## src/rtl/mcb_burst_reader_if.sv

```systemverilog
// Request, output stream and MCB user-port signals of the burst reader.
// slave = reader side, master = requester/consumer/MCB side.
interface mcb_burst_reader_if;
  logic        req_valid;
  logic        req_ready;
  logic [29:0] req_addr;
  logic [6:0]  req_words;

  logic        out_valid;
  logic        out_ready;
  logic [63:0] out_data;
  logic        out_last;

  logic        p_cmd_en;
  logic [2:0]  p_cmd_instr;
  logic [5:0]  p_cmd_bl;
  logic [29:0] p_cmd_byte_addr;
  logic        p_cmd_full;

  logic        p_rd_en;
  logic [63:0] p_rd_data;
  logic        p_rd_empty;

  modport slave (
    input  req_valid, req_addr, req_words, out_ready, p_cmd_full, p_rd_data, p_rd_empty,
    output req_ready, out_valid, out_data, out_last,
           p_cmd_en, p_cmd_instr, p_cmd_bl, p_cmd_byte_addr, p_rd_en
  );

  modport master (
    output req_valid, req_addr, req_words, out_ready, p_cmd_full, p_rd_data, p_rd_empty,
    input  req_ready, out_valid, out_data, out_last,
           p_cmd_en, p_cmd_instr, p_cmd_bl, p_cmd_byte_addr, p_rd_en
  );
endinterface

```

## src/rtl/mcb_burst_reader.sv

```systemverilog
// MCB read-port burst client: one read command per request, words out one cycle after pop.
// Output stream holds under backpressure; pops stall until the output register frees up.
module mcb_burst_reader #(
  parameter int TIMEOUT_CYC = 4096,
  parameter int CNT_W       = 13
) (
  input  logic                clk,
  input  logic                reset,
  input  logic                calib_done,
  mcb_burst_reader_if.slave   bus,
  output logic                busy,
  output logic                err_len,
  output logic                err_timeout
);

  typedef enum logic [2:0] {S_WAIT_CAL, S_FLUSH, S_IDLE, S_CMD, S_DRAIN} state_e;

  state_e             state_q;
  logic               cal_meta_q, cal_sync_q;
  logic               req_ready_q, out_valid_q, out_last_q;
  logic               err_len_q, err_timeout_q;
  logic [63:0]        out_data_q;
  logic [26:0]        addr_q;
  logic [5:0]         bl_q;
  logic [6:0]         rem_q;
  logic [CNT_W-1:0]   wd_q;

  logic accept, req_legal, pop, out_hs, wd_expire;

  assign accept    = (state_q == S_IDLE) && req_ready_q && bus.req_valid;
  assign req_legal = (bus.req_words != 7'd0) && (bus.req_words <= 7'd64);
  assign out_hs    = out_valid_q && bus.out_ready;
  assign pop       = cal_sync_q && (state_q == S_DRAIN) && !bus.p_rd_empty &&
                     (rem_q != 7'd0) && (!out_valid_q || bus.out_ready);
  assign wd_expire = (state_q == S_DRAIN) && !pop && (wd_q == CNT_W'(TIMEOUT_CYC - 1));

  // cmd_en and rd_en must qualify against full/empty in the same cycle the MCB samples them
  assign bus.p_cmd_en        = cal_sync_q && (state_q == S_CMD) && !bus.p_cmd_full;
  assign bus.p_rd_en         = pop || (cal_sync_q && (state_q == S_FLUSH) && !bus.p_rd_empty);
  assign bus.p_cmd_instr     = 3'b001;
  assign bus.p_cmd_bl        = bl_q;
  assign bus.p_cmd_byte_addr = {addr_q, 3'b000};

  assign bus.req_ready = req_ready_q;
  assign bus.out_valid = out_valid_q;
  assign bus.out_data  = out_data_q;
  assign bus.out_last  = out_last_q;
  assign busy          = (state_q != S_IDLE);
  assign err_len       = err_len_q;
  assign err_timeout   = err_timeout_q;

  always_ff @(posedge clk) begin
    if (reset) begin
      state_q       <= S_WAIT_CAL;
      cal_meta_q    <= 1'b0;
      cal_sync_q    <= 1'b0;
      req_ready_q   <= 1'b0;
      out_valid_q   <= 1'b0;
      out_last_q    <= 1'b0;
      out_data_q    <= '0;
      err_len_q     <= 1'b0;
      err_timeout_q <= 1'b0;
      addr_q        <= '0;
      bl_q          <= '0;
      rem_q         <= '0;
      wd_q          <= '0;
    end else begin
      cal_meta_q <= calib_done;
      cal_sync_q <= cal_meta_q;
      err_len_q  <= 1'b0;

      if (!cal_sync_q) begin
        // loss of calibration abandons whatever burst was in flight
        state_q     <= S_WAIT_CAL;
        req_ready_q <= 1'b0;
        out_valid_q <= 1'b0;
        out_last_q  <= 1'b0;
        rem_q       <= '0;
        wd_q        <= '0;
      end else begin
        case (state_q)
          S_WAIT_CAL: state_q <= S_FLUSH;

          S_FLUSH: begin
            if (bus.p_rd_empty) begin
              state_q     <= S_IDLE;
              req_ready_q <= 1'b1;
            end
          end

          S_IDLE: begin
            if (accept) begin
              if (req_legal) begin
                addr_q      <= bus.req_addr[29:3];
                bl_q        <= 6'(bus.req_words - 7'd1);
                rem_q       <= bus.req_words;
                wd_q        <= '0;
                req_ready_q <= 1'b0;
                state_q     <= S_CMD;
              end else begin
                err_len_q <= 1'b1;
              end
            end
          end

          S_CMD: begin
            if (!bus.p_cmd_full) state_q <= S_DRAIN;
          end

          S_DRAIN: begin
            if (pop) begin
              out_data_q  <= bus.p_rd_data;
              out_valid_q <= 1'b1;
              out_last_q  <= (rem_q == 7'd1);
              rem_q       <= rem_q - 7'd1;
              wd_q        <= '0;
            end else if (out_hs && out_last_q) begin
              out_valid_q <= 1'b0;
              out_last_q  <= 1'b0;
              req_ready_q <= 1'b1;
              state_q     <= S_IDLE;
            end else if (wd_expire) begin
              err_timeout_q <= 1'b1;
              out_valid_q   <= 1'b0;
              out_last_q    <= 1'b0;
              rem_q         <= '0;
              wd_q          <= '0;
              state_q       <= S_FLUSH;
            end else begin
              if (out_hs) begin
                out_valid_q <= 1'b0;
                out_last_q  <= 1'b0;
              end
              wd_q <= wd_q + 1'b1;
            end
          end

          default: state_q <= S_WAIT_CAL;
        endcase
      end
    end
  end

endmodule

```

## src/flat_wrapper.sv

```systemverilog
// flat-port wrapper written by rule: the top's interface ports become plain ports
module mcb_burst_reader_flat 
#(
  parameter int TIMEOUT_CYC = 4096,
  parameter int CNT_W       = 13
)
  (clk, reset, calib_done, busy, err_len, err_timeout, bus_req_valid, bus_req_addr, bus_req_words, bus_out_ready, bus_p_cmd_full, bus_p_rd_data, bus_p_rd_empty, bus_req_ready, bus_out_valid, bus_out_data, bus_out_last, bus_p_cmd_en, bus_p_cmd_instr, bus_p_cmd_bl, bus_p_cmd_byte_addr, bus_p_rd_en);
  mcb_burst_reader_if bus_i ();
  input  logic clk;
  input  logic reset;
  input  logic calib_done;
  output logic busy;
  output logic err_len;
  output logic err_timeout;
  input wire logic [$bits(bus_i.req_valid)-1:0] bus_req_valid;
  input wire logic [$bits(bus_i.req_addr)-1:0] bus_req_addr;
  input wire logic [$bits(bus_i.req_words)-1:0] bus_req_words;
  input wire logic [$bits(bus_i.out_ready)-1:0] bus_out_ready;
  input wire logic [$bits(bus_i.p_cmd_full)-1:0] bus_p_cmd_full;
  input wire logic [$bits(bus_i.p_rd_data)-1:0] bus_p_rd_data;
  input wire logic [$bits(bus_i.p_rd_empty)-1:0] bus_p_rd_empty;
  output wire logic [$bits(bus_i.req_ready)-1:0] bus_req_ready;
  output wire logic [$bits(bus_i.out_valid)-1:0] bus_out_valid;
  output wire logic [$bits(bus_i.out_data)-1:0] bus_out_data;
  output wire logic [$bits(bus_i.out_last)-1:0] bus_out_last;
  output wire logic [$bits(bus_i.p_cmd_en)-1:0] bus_p_cmd_en;
  output wire logic [$bits(bus_i.p_cmd_instr)-1:0] bus_p_cmd_instr;
  output wire logic [$bits(bus_i.p_cmd_bl)-1:0] bus_p_cmd_bl;
  output wire logic [$bits(bus_i.p_cmd_byte_addr)-1:0] bus_p_cmd_byte_addr;
  output wire logic [$bits(bus_i.p_rd_en)-1:0] bus_p_rd_en;
  assign bus_i.req_valid = bus_req_valid;
  assign bus_i.req_addr = bus_req_addr;
  assign bus_i.req_words = bus_req_words;
  assign bus_i.out_ready = bus_out_ready;
  assign bus_i.p_cmd_full = bus_p_cmd_full;
  assign bus_i.p_rd_data = bus_p_rd_data;
  assign bus_i.p_rd_empty = bus_p_rd_empty;
  assign bus_req_ready = bus_i.req_ready;
  assign bus_out_valid = bus_i.out_valid;
  assign bus_out_data = bus_i.out_data;
  assign bus_out_last = bus_i.out_last;
  assign bus_p_cmd_en = bus_i.p_cmd_en;
  assign bus_p_cmd_instr = bus_i.p_cmd_instr;
  assign bus_p_cmd_bl = bus_i.p_cmd_bl;
  assign bus_p_cmd_byte_addr = bus_i.p_cmd_byte_addr;
  assign bus_p_rd_en = bus_i.p_rd_en;
  mcb_burst_reader #(.TIMEOUT_CYC(TIMEOUT_CYC), .CNT_W(CNT_W)) u_core (.clk(clk), .reset(reset), .calib_done(calib_done), .bus(bus_i), .busy(busy), .err_len(err_len), .err_timeout(err_timeout));
endmodule
```

## config.mk

```make
export PLATFORM = sky130hd
export DESIGN_NAME = mcb_burst_reader_flat
export DESIGN_NICKNAME = d
export VERILOG_FILES = /design/src/rtl/mcb_burst_reader_if.sv /design/src/rtl/mcb_burst_reader.sv /design/src/flat_wrapper.sv
export SDC_FILE = /design/constraint.sdc
export NUM_CORES = 1
export LEC_CHECK = 0
export ABC_AREA = 1
export CAP_MARGIN = 5
export CORE_MARGIN = 5
export CORE_UTILIZATION = 43
export CTS_CLUSTER_SIZE = 28
export DETAILED_ROUTE_END_ITERATION = 8
export PLACE_DENSITY = 0.8
export SYNTH_ARGS = -nofsm -noshare
export SYNTH_HDL_FRONTEND = slang
export SYNTH_SLANG_ARGS = --single-unit
```

## constraint.sdc

```tcl
create_clock -name clk -period 1.99 [get_ports clk]
set_clock_uncertainty 0.15 [all_clocks]
set_input_delay 0.199 -clock clk [delete_from_list [all_inputs] [get_ports clk]]
set_output_delay 0.199 -clock clk [all_outputs]
set_load 0.01 [all_outputs]
```

==> results.json <==
{
  "die_h_um": 121,
  "wirelength_mm": 18.1,
  "finalCritPeriodShare": 0.988,
  "crit_path_cell_trace": "clkdlybuf4s50_1 -> inv_2 -> ha_2 -> inv_1 -> nor2_2 -> nand3_2 -> nand2_1 -> nand3_1 -> buf_4 -> nor2_4 -> buf_6 -> buf_4 -> o21ai_0 -> nor2_1",
  "fin_ws_ns": 0.0246,
  "holdPathStages": 4,
  "crit_top_cell": "buf_4",
  "grt_pass1_wl_mm": 27.3,
  "slowest_delay_ns": 0.43,
  "layout_min_cycle_time_ns": 1.97,
  "synth_seq_cells": 127,
  "cts-root-buf": "clkbuf_16",
  "syn_to_final_growth_pct": 64.4,
  "coreArea_um2": 12100,
  "numCtsBuffers": 17,
  "crit_type": "in -> reg",
  "grt_pass1_vias": 5313,
  "viasPerCell": 4.89,
  "met1_usage": 0.293,
  "clock_path_buffers": 2,
  "cp-start-kind": "primary input",
  "postPlaceCellArea_um2": 7870,
  "use_met3": 0.0578,
  "n_fill_cell": 920,
  "synth_edf_count": 0,
  "ctsHtreeMaxLevel": 4,
  "antenna_cells": 0,
  "mostFrequentLayoutCell": "nor2_1",
  "synth-main-ff-cell": "dfxtp_1",
  "arrival_ns": 2.15,
  "path_clk_slew_ns": 0.06,
  "slew_viol_final": 0,
  "r2r_cells": 12,
  "cts_tree": "yes",
  "antenna_found_initial": 0,
  "crit_required_ns": 2.18,
  "row_count": 40,
  "hold_violations": 0,
  "dieArea_um2": 14700,
  "fin_setup_tns_ns": 0,
  "grt_max_degree": 97,
  "hold_path_class": "in -> reg",
  "vias": 5750,
  "netlist_area_um2": 5320,
  "postRouteAntennaNets": 0,
  "gr-max-usage-layer": "met2",
  "avgSynthCellArea_um2": 7.10,
  "cts.sinks": 127,
  "start_util": 0.441,
  "yosysWarnings": 0,
  "finish.utilization": 0.725,
  "clk_latency_ns": 0.41,
  "slowest_stage": "clkdlybuf4s50_1",
  "synth.distinct_cells": 29,
  "path_max_fanout": 6,
  "outcome": "completed",
  "ys_seq_area_frac": 0.478,
  "met2_usage": 0.396,
  "drc": 0,
  "portBuffers": 209,
  "dpl.hpwl_mm": 11.8,
  "place_ws_ns": -0.346,
  "grt_usage": 0.234,
  "first_pass_iters": 4,
  "gp_congestion": 0.860,
  "syn_inst": 749,
  "drv_cap": 0,
  "final_cell_mix": "241 x nor2_1, 206 x clkdlybuf4s50_1, 123 x dfxtp_1",
  "p_per_area_nw_per_um2": 684,
  "layout.cells.non_filler": 1177,
  "pin_count": 219,
  "die_w_um": 121,
  "setup_viol": 0,
  "drive_gt1_frac": 0.135,
  "critPathCaptureType": "flip-flop",
  "wl_per_cell_um": 15.4,
  "fmax_mhz": 509,
  "placedCellCount": 1134,
  "peakVddDrop_uv": 547,
  "drt_iter0_drc": 597,
  "grt.overflow.total": 0,
  "nets": 1108,
  "stdcell_area_um2": 8750,
  "p_leak_nw": 3.51,
  "async_reset_ff_frac": 0
}
[per-stage QoR]
| stage | hold WS [ns] | total power, mW |
|---|---|---|
| floorplan | 0.118 | 2.70 |
| detailed placement | 0.245 | 2.95 |
| global placement | 0.241 | 2.95 |
| finish | 0.114 | 5.98 |
| global route | 0.129 | 6.17 |
| CTS | 0.135 | 6.01 |
[state kept, by name, indices dropped and copies added, names as in the netlist, 3 cells and up]
signal,cells
u_core.bus.out_data,64
u_core.addr_q,27
u_core.wd_q,13
u_core.rem_q,7
u_core.bus.p_cmd_bl,6
u_core.state_q,3
[final cells by class]
cell class,count,area [um2],area share
Timing Repair Buffer,267,2720,0.311
Sequential cell,127,2550,0.291
Multi-Input combinational cell,536,2500,0.286
Clock buffer,23,478,0.0546
Tap cell,168,210,0.0240
Inverter,47,181,0.0207
Clock inverter,9,108,0.0123
[worst max-delay path: cells and delay by family]
family,cells,cell delay [ns]
AND/OR/NAND/NOR,6,0.65
AO/OA/AOI/OAI,1,0.11
buffers and inverters,6,1.00
adder cells (fa/ha/maj),1,0.18
[timing repair]
item                                   4_1_cts  5_1_grt
hold buffers                                 0        1
cloned                                       1        4
endpoints found under the hold margin        0        1
resized for setup                           11       39
setup endpoints to repair                   15       86
setup buffers                                1        5
pin swaps                                    1       14
[cells in the mapped netlist (3+ instances only)]
cell,number,area (um2)
nor2_1,246,923
dfxtp_1,127,2540
o21ai_0,103,515
nand2_1,86,323
inv_1,40,150
nand3_1,29,145
clkbuf_1,22,82.6
a21oi_1,19,95.1
buf_2,10,50.1
buf_4,8,60.1
nor3_1,8,40.0
xor2_1,8,70.1
nand4_1,7,43.8
inv_2,5,18.8
nor2_2,5,31.3
ha_1,4,50.1
o22ai_1,4,25.0
buf_6,3,33.8
[path summary, 6_finish.rpt]
kind	startpoint	to	slack (ns)
min reg2reg	u_core.cal_meta_q$_SDFF_PP0_	u_core.cal_sync_q$_SDFF_PP0_	0.25
min	bus_req_words[0]	u_core.bus.p_cmd_bl[1]$_SDFFE_PP0P_	0.11
max	bus_req_words[1]	u_core.addr_q[15]$_SDFFE_PP0P_	0.02
max reg2reg	u_core.rem_q[1]$_SDFFE_PP0P_	u_core.wd_q[4]$_SDFFE_PP0P_	0.07
[cells by family (layout without fill, tap and decap cells)]
| group | after synthesis | in the layout | share of synthesized area |
|---|---|---|---|
| xor gates and xnor gates | 10 | 10 | 0.0165 |
| buffers and inverters | 90 | 346 | 0.0762 |
| AOI/OAI and AO/OA | 128 | 128 | 0.124 |
| and+or+nand+nor | 388 | 388 | 0.295 |
| other | 2 | 6 | 0.00141 |
| adders and majority gates | 4 | 4 | 0.00941 |
| DFF | 127 | 127 | 0.478 |
[where the power goes]
group	leakage (nW)	internal (mW)	switching, mW
registers	1.02	2.55	0.00211
logic	2.20	0.233	0.126
clock network	0.284	1.94	1.13
total	3.51	4.72	1.26
[layer usage]
| layer | wire length (um) | part of all wire | vias to the layer above |
|---|---|---|---|
| li1 | - | - | 2873 |
| met1 | 7570 | 0.42 | 2630 |
| met2 | 8830 | 0.49 | 212 |
| met3 | 1220 | 0.067 | 35 |
| met4 | 468 | 0.026 | 0 |
| met5 | 0 | 0 | - |
Note: power is estimated with default switching activity, not from simulation.
